[config.mk]
export PLATFORM = sky130hd
export DESIGN_NAME = imem_load_ctrl_flat
export DESIGN_NICKNAME = d
export VERILOG_FILES = /design/src/rtl/imem_load_ctrl_if.sv /design/src/rtl/imem_load_ctrl.sv /design/src/flat_wrapper.sv
export SDC_FILE = /design/constraint.sdc
export NUM_CORES = 1
export LEC_CHECK = 0
export CAP_MARGIN = 20
export CORE_MARGIN = 2
export CORE_UTILIZATION = 40
export DETAILED_ROUTE_END_ITERATION = 6
export GPL_TIMING_DRIVEN = 0
export PLACE_DENSITY_LB_ADDON = 0.2
export SKIP_LAST_GASP = 1
export SYNTH_ARGS = -nofsm -noshare
export SYNTH_HDL_FRONTEND = slang
export SYNTH_SLANG_ARGS = --single-unit
export TNS_END_PERCENT = 50
[constraint.sdc]
create_clock -name clk -period 2.7 [get_ports clk]
set_input_delay 0.27 -clock clk [delete_from_list [all_inputs] [get_ports clk]]
set_output_delay 0.27 -clock clk [all_outputs]
set_load 0.01 [all_outputs]
[src/rtl/imem_load_ctrl_if.sv]
// Byte-stream input and instruction-memory write port of the boot loader.
// The slave side belongs to imem_load_ctrl; the master side is the byte source / memory.
interface imem_load_ctrl_if #(
  parameter int unsigned ADDR_W = 10
);
  logic [7:0]        in_data;
  logic              in_valid;
  logic              in_ready;
  logic              mem_we;
  logic [ADDR_W-1:0] mem_waddr;
  logic [31:0]       mem_wdata;

  modport master (
    output in_data, in_valid,
    input  in_ready, mem_we, mem_waddr, mem_wdata
  );

  modport slave (
    input  in_data, in_valid,
    output in_ready, mem_we, mem_waddr, mem_wdata
  );
endinterface

[src/rtl/imem_load_ctrl.sv]
// Boot loader: assembles little-endian words from a length-prefixed byte stream into imem.
// Define IMEM_LOAD_CHECKSUM_EN to require a trailing XOR checksum byte (state S_CHK).
module imem_load_ctrl #(
  parameter int unsigned DEPTH  = 1024,
  parameter int unsigned ADDR_W = 10
) (
  input  logic              clk,
  input  logic              reset,
  input  logic              start,
  imem_load_ctrl_if.slave   bus,
  output logic              core_run,
  output logic              load_done,
  output logic              load_err,
  output logic [15:0]       word_cnt
);

  localparam logic [2:0] S_LEN0 = 3'd0;
  localparam logic [2:0] S_LEN1 = 3'd1;
  localparam logic [2:0] S_DATA = 3'd2;
`ifdef IMEM_LOAD_CHECKSUM_EN
  localparam logic [2:0] S_CHK  = 3'd3;
`endif
  localparam logic [2:0] S_DONE = 3'd4;
  localparam logic [2:0] S_ERR  = 3'd5;

`ifdef IMEM_LOAD_CHECKSUM_EN
  localparam logic [2:0] S_TAIL = S_CHK;
`else
  localparam logic [2:0] S_TAIL = S_DONE;
`endif

  logic [2:0]        state_q, state_d;
  logic [15:0]       len_q, len_d;
  logic [1:0]        lane_q, lane_d;
  logic [23:0]       part_q, part_d;
  logic [15:0]       word_cnt_q, word_cnt_d;
  logic              mem_we_q, mem_we_d;
  logic [ADDR_W-1:0] mem_waddr_q, mem_waddr_d;
  logic [31:0]       mem_wdata_q, mem_wdata_d;
  logic              core_run_q, core_run_d;
  logic              load_done_q, load_done_d;
  logic              load_err_q, load_err_d;
`ifdef IMEM_LOAD_CHECKSUM_EN
  logic [7:0]        csum_q, csum_d;
`endif

  logic        in_ready;
  logic        xfer;
  logic [15:0] len_full;
  logic        last_word;

  always_comb begin
    in_ready = 1'b0;
    unique case (state_q)
      S_LEN0, S_LEN1, S_DATA: in_ready = 1'b1;
`ifdef IMEM_LOAD_CHECKSUM_EN
      S_CHK:                  in_ready = 1'b1;
`endif
      default:                in_ready = 1'b0;
    endcase
  end

  assign xfer      = bus.in_valid && in_ready;
  assign len_full  = {bus.in_data, len_q[7:0]};
  assign last_word = (word_cnt_q + 16'd1) == len_q;

  always_comb begin
    state_d     = state_q;
    len_d       = len_q;
    lane_d      = lane_q;
    part_d      = part_q;
    word_cnt_d  = word_cnt_q;
    mem_we_d    = 1'b0;
    mem_waddr_d = mem_waddr_q;
    mem_wdata_d = mem_wdata_q;
`ifdef IMEM_LOAD_CHECKSUM_EN
    csum_d      = csum_q;
    if (xfer && state_q != S_CHK) csum_d = csum_q ^ bus.in_data;
`endif

    unique case (state_q)
      S_LEN0: begin
        if (xfer) begin
          len_d[7:0] = bus.in_data;
          state_d    = S_LEN1;
        end
      end
      S_LEN1: begin
        if (xfer) begin
          len_d = len_full;
          if (32'(len_full) > DEPTH) state_d = S_ERR;
          else if (len_full == 16'd0) state_d = S_TAIL;
          else state_d = S_DATA;
        end
      end
      S_DATA: begin
        if (xfer) begin
          lane_d = lane_q + 2'd1;
          unique case (lane_q)
            2'd0: part_d[7:0]   = bus.in_data;
            2'd1: part_d[15:8]  = bus.in_data;
            2'd2: part_d[23:16] = bus.in_data;
            default: begin
              mem_we_d    = 1'b1;
              mem_wdata_d = {bus.in_data, part_q};
              // Word address equals the count of words already written.
              mem_waddr_d = word_cnt_q[ADDR_W-1:0];
              word_cnt_d  = word_cnt_q + 16'd1;
              if (last_word) state_d = S_TAIL;
            end
          endcase
        end
      end
`ifdef IMEM_LOAD_CHECKSUM_EN
      S_CHK: begin
        if (xfer) state_d = (bus.in_data == csum_q) ? S_DONE : S_ERR;
      end
`endif
      S_DONE, S_ERR: begin
        if (start) begin
          state_d     = S_LEN0;
          len_d       = 16'd0;
          lane_d      = 2'd0;
          part_d      = 24'd0;
          word_cnt_d  = 16'd0;
          mem_waddr_d = '0;
`ifdef IMEM_LOAD_CHECKSUM_EN
          csum_d      = 8'd0;
`endif
        end
      end
      default: state_d = S_LEN0;
    endcase

    // Release only once the final write has left the pipeline.
    core_run_d  = (state_d == S_DONE) && !mem_we_d;
    load_done_d = (state_d == S_DONE) && !mem_we_d;
    load_err_d  = (state_d == S_ERR);
  end

  always_ff @(posedge clk or negedge reset) begin
    if (!reset) begin
      state_q     <= S_LEN0;
      len_q       <= 16'd0;
      lane_q      <= 2'd0;
      part_q      <= 24'd0;
      word_cnt_q  <= 16'd0;
      mem_we_q    <= 1'b0;
      mem_waddr_q <= '0;
      mem_wdata_q <= 32'd0;
      core_run_q  <= 1'b0;
      load_done_q <= 1'b0;
      load_err_q  <= 1'b0;
`ifdef IMEM_LOAD_CHECKSUM_EN
      csum_q      <= 8'd0;
`endif
    end else begin
      state_q     <= state_d;
      len_q       <= len_d;
      lane_q      <= lane_d;
      part_q      <= part_d;
      word_cnt_q  <= word_cnt_d;
      mem_we_q    <= mem_we_d;
      mem_waddr_q <= mem_waddr_d;
      mem_wdata_q <= mem_wdata_d;
      core_run_q  <= core_run_d;
      load_done_q <= load_done_d;
      load_err_q  <= load_err_d;
`ifdef IMEM_LOAD_CHECKSUM_EN
      csum_q      <= csum_d;
`endif
    end
  end

  assign bus.in_ready  = in_ready;
  assign bus.mem_we    = mem_we_q;
  assign bus.mem_waddr = mem_waddr_q;
  assign bus.mem_wdata = mem_wdata_q;
  assign core_run      = core_run_q;
  assign load_done     = load_done_q;
  assign load_err      = load_err_q;
  assign word_cnt      = word_cnt_q;

endmodule
[src/flat_wrapper.sv]
// flat-port wrapper written by rule: the top's interface ports become plain ports
module imem_load_ctrl_flat 
#(
  parameter int unsigned DEPTH  = 1024,
  parameter int unsigned ADDR_W = 10
)
  (clk, reset, start, core_run, load_done, load_err, word_cnt, bus_in_data, bus_in_valid, bus_in_ready, bus_mem_we, bus_mem_waddr, bus_mem_wdata);
  imem_load_ctrl_if #(.ADDR_W(ADDR_W)) bus_i ();
  input  logic clk;
  input  logic reset;
  input  logic start;
  output logic core_run;
  output logic load_done;
  output logic load_err;
  output logic [15:0] word_cnt;
  input wire logic [$bits(bus_i.in_data)-1:0] bus_in_data;
  input wire logic [$bits(bus_i.in_valid)-1:0] bus_in_valid;
  output wire logic [$bits(bus_i.in_ready)-1:0] bus_in_ready;
  output wire logic [$bits(bus_i.mem_we)-1:0] bus_mem_we;
  output wire logic [$bits(bus_i.mem_waddr)-1:0] bus_mem_waddr;
  output wire logic [$bits(bus_i.mem_wdata)-1:0] bus_mem_wdata;
  assign bus_i.in_data = bus_in_data;
  assign bus_i.in_valid = bus_in_valid;
  assign bus_in_ready = bus_i.in_ready;
  assign bus_mem_we = bus_i.mem_we;
  assign bus_mem_waddr = bus_i.mem_waddr;
  assign bus_mem_wdata = bus_i.mem_wdata;
  imem_load_ctrl #(.DEPTH(DEPTH), .ADDR_W(ADDR_W)) u_core (.clk(clk), .reset(reset), .start(start), .bus(bus_i), .core_run(core_run), .load_done(load_done), .load_err(load_err), .word_cnt(word_cnt));
endmodule
==> summary.txt, run 1 <==
Run status
  • Status: completed

Global route
  • Number of global-route vias before repair: 3991
  • Initial antenna violation count: 0
  • First-pass GRT wire length: 20.4 mm
  • Grt peak-use layer: met2
  • Total GRT Usage: 0.197
  • Global Route met3 Usage: 0.0295
  • Met1 global-route usage: 0.285
  • Largest net degree at the start of global routing: 73
  • Met2 Use GR: 0.305
  • GRT Residual Overflow: 0

Placement
  • Final GP Congestion: 0.871
  • Post-detail-place hpwl: 9.02 mm
  • Placed Cells: 749
  • I/O Buffers: 74

Route
  • Drt pass-1 iters: 5
  • Drt wl/cell: 16.3 um
  • Drt total wl: 12.5 mm
  • Vias per cell: 5.43
  • Vias: 4160
  • 1st-iter DRT viols: 328
  • DRC: 0
  • DRT antenna net count: 0

Die
  • Initial Utilization: 0.409
  • Core ar.: 12000 um2
  • Die ar.: 13200 um2
  • I/O Pins: 75
  • Cell row count: 40
  • Chip Width: 115 um
  • Die Height: 115 um

Critical path
  • CP Max Fanout: 8
  • Crit. Startpoint: u_core.word_cnt[0]
  • Critical path arrival: 2.65 ns
  • Startpoint class of the critical path: flop
  • WP data required: 2.93 ns
  • R2R depth: 7
  • CP Class: reg2reg
  • R2R Setup Slk: 0.28 ns
  • R2R Path End: u_core.state_q[1]
  • Setup crit end kind: flop
  • Crit path to: u_core.state_q[1]
  • Reg-to-Reg Start: u_core.word_cnt[0]

Clocking
  • Hold buffers post-CTS: 1
  • Clock buffer depth: 2
  • Postcts setup bufs: 0
  • H-tree depth: 3
  • Post-CTS sizing: 0
  • CTS tree: yes
  • Root buf cell: clkbuf_16
  • Total CTS buffers: 9
  • Worst-skew pair later-pin latency: 0.35 ns
  • Clock Sinks: 106
  • CTS clk-pin slew, worst paths: 0.07 ns

Logic synthesis
  • Flops & latches, synth: 106
  • Mapped Cells: 527
  • Netlist cell types: 53
  • Ys flop type: dfrtp_1
  • Cell Area, Synth: 4910 um2
  • Ys Warns: 0
  • Register area share after synthesis: 0.540
  • Mapped Avg Cell Area: 9.31 um2
  • Asr flop ratio synth: 1.00
  • Post-synthesis net count: 544
  • Number of synthesized flops with an enable pin: 0

Power and ir drop
  • Pleak: 0.00284 uW
  • Total power: 4410 uW
  • Pwr/cell area: 714 nW/um2
  • Max VDD drop: 0.365 mV

Timing
  • Fin Setup TNS: 0 ns
  • Max Clock Skew: 0.00559 ns
  • Final hold violation count: 0
  • RSZ-0062 raised after global routing: no
  • Fin crit share: 0.895
  • Achievable frequency: 0.414 GHz
  • Max-slew headroom: 0.428
  • Max Slew Vio Count: 0
  • Clock period minus worst slack: 2.42 ns
  • Worst-Margin Slew: 0.856 ns
  • Count of final setup violators: 0

Finish
  • Area Overhead vs Synth: 25.9%
  • FILL cells: 1136
  • Fin nets: 631
  • Filler-free cell count of the finished design: 766
  • Share of cells above drive strength 1: 0.0695
  • N_diodes: 0

Worst hold path
  • HP Class: in2async

Run
  • Max Cap Violations: 0
==> sequential cells by signal, summed over array words and instances (netlist names) <==
register / count
u_core.bus.mem_waddr: 10
u_core.word_cnt: 16
u_core.state_q: 3
u_core.bus.mem_we: 1
u_core.load_err: 1
u_core.bus.mem_wdata: 32
u_core.core_run: 1
u_core.part_q: 24
u_core.len_q: 16
u_core.lane_q: 2
==> logic make-up (layout without fill, tap and decap cells) <==
| logic type | Yosys count | count (layout) | share of synthesized area |
|---|---|---|---|
| mux | 2 | 2 | 0.00433 |
| buf+inv | 40 | 132 | 0.0367 |
| fa+ha+maj | 5 | 5 | 0.0127 |
| xor+xnor | 20 | 20 | 0.0357 |
| flops | 106 | 106 | 0.540 |
| simple gates | 242 | 242 | 0.229 |
| compound gates | 112 | 112 | 0.141 |
==> layout make-up <==
type	count	area, um2	share of cell area
Multi-Input combinational cell	381	2080	0.336
Buffer	32	150	0.0243
Inverter	8	30.0	0.00486
Clock buffer	9	225	0.0364
Sequential cell	106	2650	0.429
Clock inverter	7	87.6	0.0142
Tap cell	147	184	0.0298
Timing Repair Buffer	76	776	0.126
==> where the power goes <==
group | internal [uW] | switching [uW] | total [uW]
Sequential | 1870 | 199 | 2070
Clock | 737 | 628 | 1370
Combinational | 383 | 595 | 978
Total | 2990 | 1420 | 4410
==> worst max-delay path, cell delays in order (launching register included) <==
cell and delay (ns):
dfrtp_1 0.52, ha_1 0.34, nand3_4 0.18, nor4_1 0.46, a21oi_1 0.10, nor4_2 0.22, nand3_1 0.15, o31a_1 0.33
==> layout by cell type (no fill, tap or decap), drive strengths merged, types with 4 or more instances in the layout <==
master / n
nor2: 21
clkdlybuf4s50: 73
xor2: 4
a21oi: 5
o21ai: 67
nor4: 8
nand3: 15
and3: 6
inv: 11
xnor2: 16
nand4: 6
o31ai: 6
clkbuf: 31
buf: 12
nand2: 166
ha: 5
dfrtp: 106
a22o: 16
nor3: 8
==> worst min path at each step <==
stage	startpoint	endpoint	slack, ns
final	reset	u_core.word_cnt[12]	0.41
after global routing	reset	u_core.word_cnt[12]	0.48
after CTS	reset	u_core.word_cnt[11]	0.43
after detailed placement	reset	u_core.word_cnt[12]	0.26
after global placement	u_core.part_q[18]	u_core.bus.mem_wdata[18]	0.46
after floorplan	reset	u_core.bus.mem_waddr[0]	-0.03
==> per-layer routing <==
layer	share of wire	vias to the layer above
met5	0	-
met3	0.053	21
met2	0.46	108
met1	0.47	2055
met4	0.019	0
li1	-	1976
==> cell usage after synthesis, drive strengths merged, types with 6 or more instances <==
master | n | area [um2]
a22o | 16 | 140
nand2 | 166 | 631
o31ai | 6 | 45.0
nor2 | 21 | 78.8
nor3 | 8 | 40.0
nand4 | 6 | 58.8
buf | 10 | 67.6
xnor2 | 16 | 140
clkbuf | 22 | 82.6
dfrtp | 106 | 2650
nor4 | 8 | 92.6
nand3 | 15 | 92.6
and3 | 6 | 38.8
inv | 8 | 30.0
o21ai | 67 | 335
==> through the flow <==
step | setup WS [ns] | hold WS, ns | utilization | instance area (um2)
floorplan | 0.564 | -0.0256 | - | 4910
global placement | -2.54 | 0.458 | 0.486 | 5830
detailed placement | 0.205 | 0.258 | 0.488 | 5860
CTS | 0.263 | 0.430 | 0.515 | 6180
global route | 0.106 | 0.477 | 0.515 | 6180
finish | 0.283 | 0.411 | 0.515 | 6180
Note: power is estimated with default switching activity, not from simulation.
==> inputs of run 2 (changes only) <==
--- a/config.mk
+++ b/config.mk
@@ -7,10 +7,11 @@
 export LEC_CHECK = 0
 export CAP_MARGIN = 20
 export CORE_MARGIN = 2
-export CORE_UTILIZATION = 40
+export CORE_UTILIZATION = 54
 export DETAILED_ROUTE_END_ITERATION = 6
 export GPL_TIMING_DRIVEN = 0
 export PLACE_DENSITY_LB_ADDON = 0.2
+export RECOVER_POWER = 25
 export SKIP_LAST_GASP = 1
 export SYNTH_ARGS = -nofsm -noshare
 export SYNTH_HDL_FRONTEND = slang
==> summary.txt, run 2 (synthesized netlist as in run 1, its figures left out) <==
Clocking
  • Clock Sinks: 106
  • CTS tree: yes
  • Total CTS buffers: 9
  • CTS clk-pin slew, worst paths: 0.11 ns
  • Worst-skew pair later-pin latency: 0.38 ns
  • Root buf cell: clkbuf_8
  • Clock buffer depth: 2
  • H-tree depth: 3

Timing
  • Achievable frequency: 0.409 GHz
  • RSZ-0062 raised after global routing: no
  • Worst-Margin Slew: 1.78 ns
  • Fin crit share: 0.905
  • Final setup margin: 0.257 ns
  • Max Slew Vio Count: 31
  • Count of final setup violators: 0
  • Clock period minus worst slack: 2.44 ns
  • Max Clock Skew: 0.0107 ns
  • Final hold violation count: 0
  • Max-slew headroom: -0.187

Placement
  • Placed inst area: 5810 um2
  • I/O Buffers: 74
  • Placement Setup Slack: 0.272 ns
  • Post-detail-place hpwl: 8.83 mm
  • Final GP Congestion: 0.886

Route
  • DRT antenna net count: 0
  • DRC: 0
  • Drt wl/cell: 16.8 um
  • Vias: 4232
  • Drt pass-1 iters: 5
  • Vias per cell: 5.82
  • Drt total wl: 12.2 mm
  • 1st-iter DRT viols: 376

Die
  • Initial Utilization: 0.560
  • Die Height: 99.3 um
  • I/O Pins: 75
  • Core ar.: 8760 um2
  • Chip Width: 99.3 um
  • Cell row count: 34
  • Die ar.: 9870 um2

Critical path
  • Critical path arrival: 2.72 ns
  • Startpoint class of the critical path: flop
  • Setup crit end kind: flop
  • CP Class: reg2reg
  • CP Max Fanout: 10
  • WP data required: 2.98 ns
  • R2R Setup Slk: 0.26 ns
  • R2R depth: 7

Global route
  • Global Route met3 Usage: 0.0506
  • Met2 Use GR: 0.397
  • GRT Residual Overflow: 0
  • Grt peak-use layer: met2
  • Number of global-route vias before repair: 3903
  • First-pass GRT wire length: 19.9 mm
  • Total GRT Usage: 0.257
  • Largest net degree at the start of global routing: 77
  • Met1 global-route usage: 0.373
  • Initial antenna violation count: 0

Worst hold path
  • WHS Path Cells: 2
  • HP Class: reg2reg

Finish
  • FILL cells: 698
  • Fin nets: 631
  • Multi-input logic area: 2080 um2
  • Commonest non-fill, non-tap cell in the layout: nand2_1
  • N_diodes: 0
  • Area Overhead vs Synth: 23.2%
  • Most frequent cells in the layout: nand2_1 (165), dfrtp_1 (106), clkdlybuf4s50_1 (73), o21ai_0 (63), clkbuf_1 (23)
  • FF+latch area: 2650 um2
  • Max reg flops: 32
  • Fin area: 6050 um2
  • Share of cells above drive strength 1: 0.0679

Run status
  • Violated checks: capacitance limit, slew limit
  • Status: finished with violations

Power and ir drop
  • Total power: 4170 uW
  • Pleak: 0.00281 uW
  • Pwr/cell area: 690 nW/um2
  • Max VDD drop: 0.452 mV

Run
  • Max Cap Violations: 1
==> run 2: changes by cell type in the layout (fill, tap and decap cells not counted), sizes merged <==
cell      before  now
clkbuf        31   32
bufinv         1    2
clkinvlp       2    1
buf           12   11
==> run 2: per-stage QoR <==
stage	std cells	TNS (ns)	hold WS [ns]	util
after detailed placement	710	0	0.238	0.663
after global routing	727	0	0.503	0.690
after global placement	709	-265.32	0.455	0.660
after CTS	727	0	0.372	0.690
after floorplan	527	0	-0.0256	-
final	727	0	0.480	0.690
==> run 2: cell type report <==
cell class                      instances  area share
Sequential cell                       106       0.439
Multi-Input combinational cell        381       0.343
Timing Repair Buffer                   76       0.128
Buffer                                 32      0.0248
Tap cell                              108      0.0223
Clock buffer                            9      0.0205
Clock inverter                          7      0.0178
Inverter                                8     0.00497
==> run 2: repair_timing <==
action,4_1_cts,5_1_grt
setup endpoints to repair,0,0
resized for setup,0,0
buffers inserted,0,0
hold endpoints to repair,30,0
hold buffers,1,0
==> run 2: final timing paths <==
check / startpoint / endpoint
setup / recovery: u_core.state_q[2] / u_core.word_cnt[6]
hold / removal: u_core.part_q[13] / u_core.bus.mem_wdata[13]
setup reg to reg: u_core.state_q[2] / u_core.word_cnt[6]
hold reg to reg: u_core.part_q[13] / u_core.bus.mem_wdata[13]
max in group asynchronous: reset / u_core.len_q[10]
min in group asynchronous: reset / u_core.bus.mem_waddr[7]
==> run 2: critical path, stage by stage, from the launching register on <==
cell      delay (ns)
dfrtp_1         0.38
clkbuf_1        0.18
nor2_1          0.13
nand2_1         0.15
o21ai_1         0.68
clkbuf_1        0.52
o21ai_0         0.20
o31ai_1         0.11
==> run 2: where the power goes <==
group	switching, uW	internal, uW	total, uW
clock	585	540	1130
combinational	596	383	979
sequential	199	1870	2070
==> run 2: per-layer routing <==
metal / up-vias / share of wire
met5: - / 0
met1: 2063 / 0.44
met3: 21 / 0.075
met4: 0 / 0.014
met2: 177 / 0.47
li1: 1971 / -
==> inputs of run 3 (changes only) <==
--- a/config.mk
+++ b/config.mk
@@ -5,10 +5,10 @@
 export SDC_FILE = /design/constraint.sdc
 export NUM_CORES = 1
 export LEC_CHECK = 0
-export CAP_MARGIN = 20
 export CORE_MARGIN = 2
 export CORE_UTILIZATION = 54
 export DETAILED_ROUTE_END_ITERATION = 6
+export GPL_ROUTABILITY_DRIVEN = 1
 export GPL_TIMING_DRIVEN = 0
 export PLACE_DENSITY_LB_ADDON = 0.2
 export RECOVER_POWER = 25
==> results of run 3 <==
The final DEF is identical to that of run 2; final timing and power are the same.
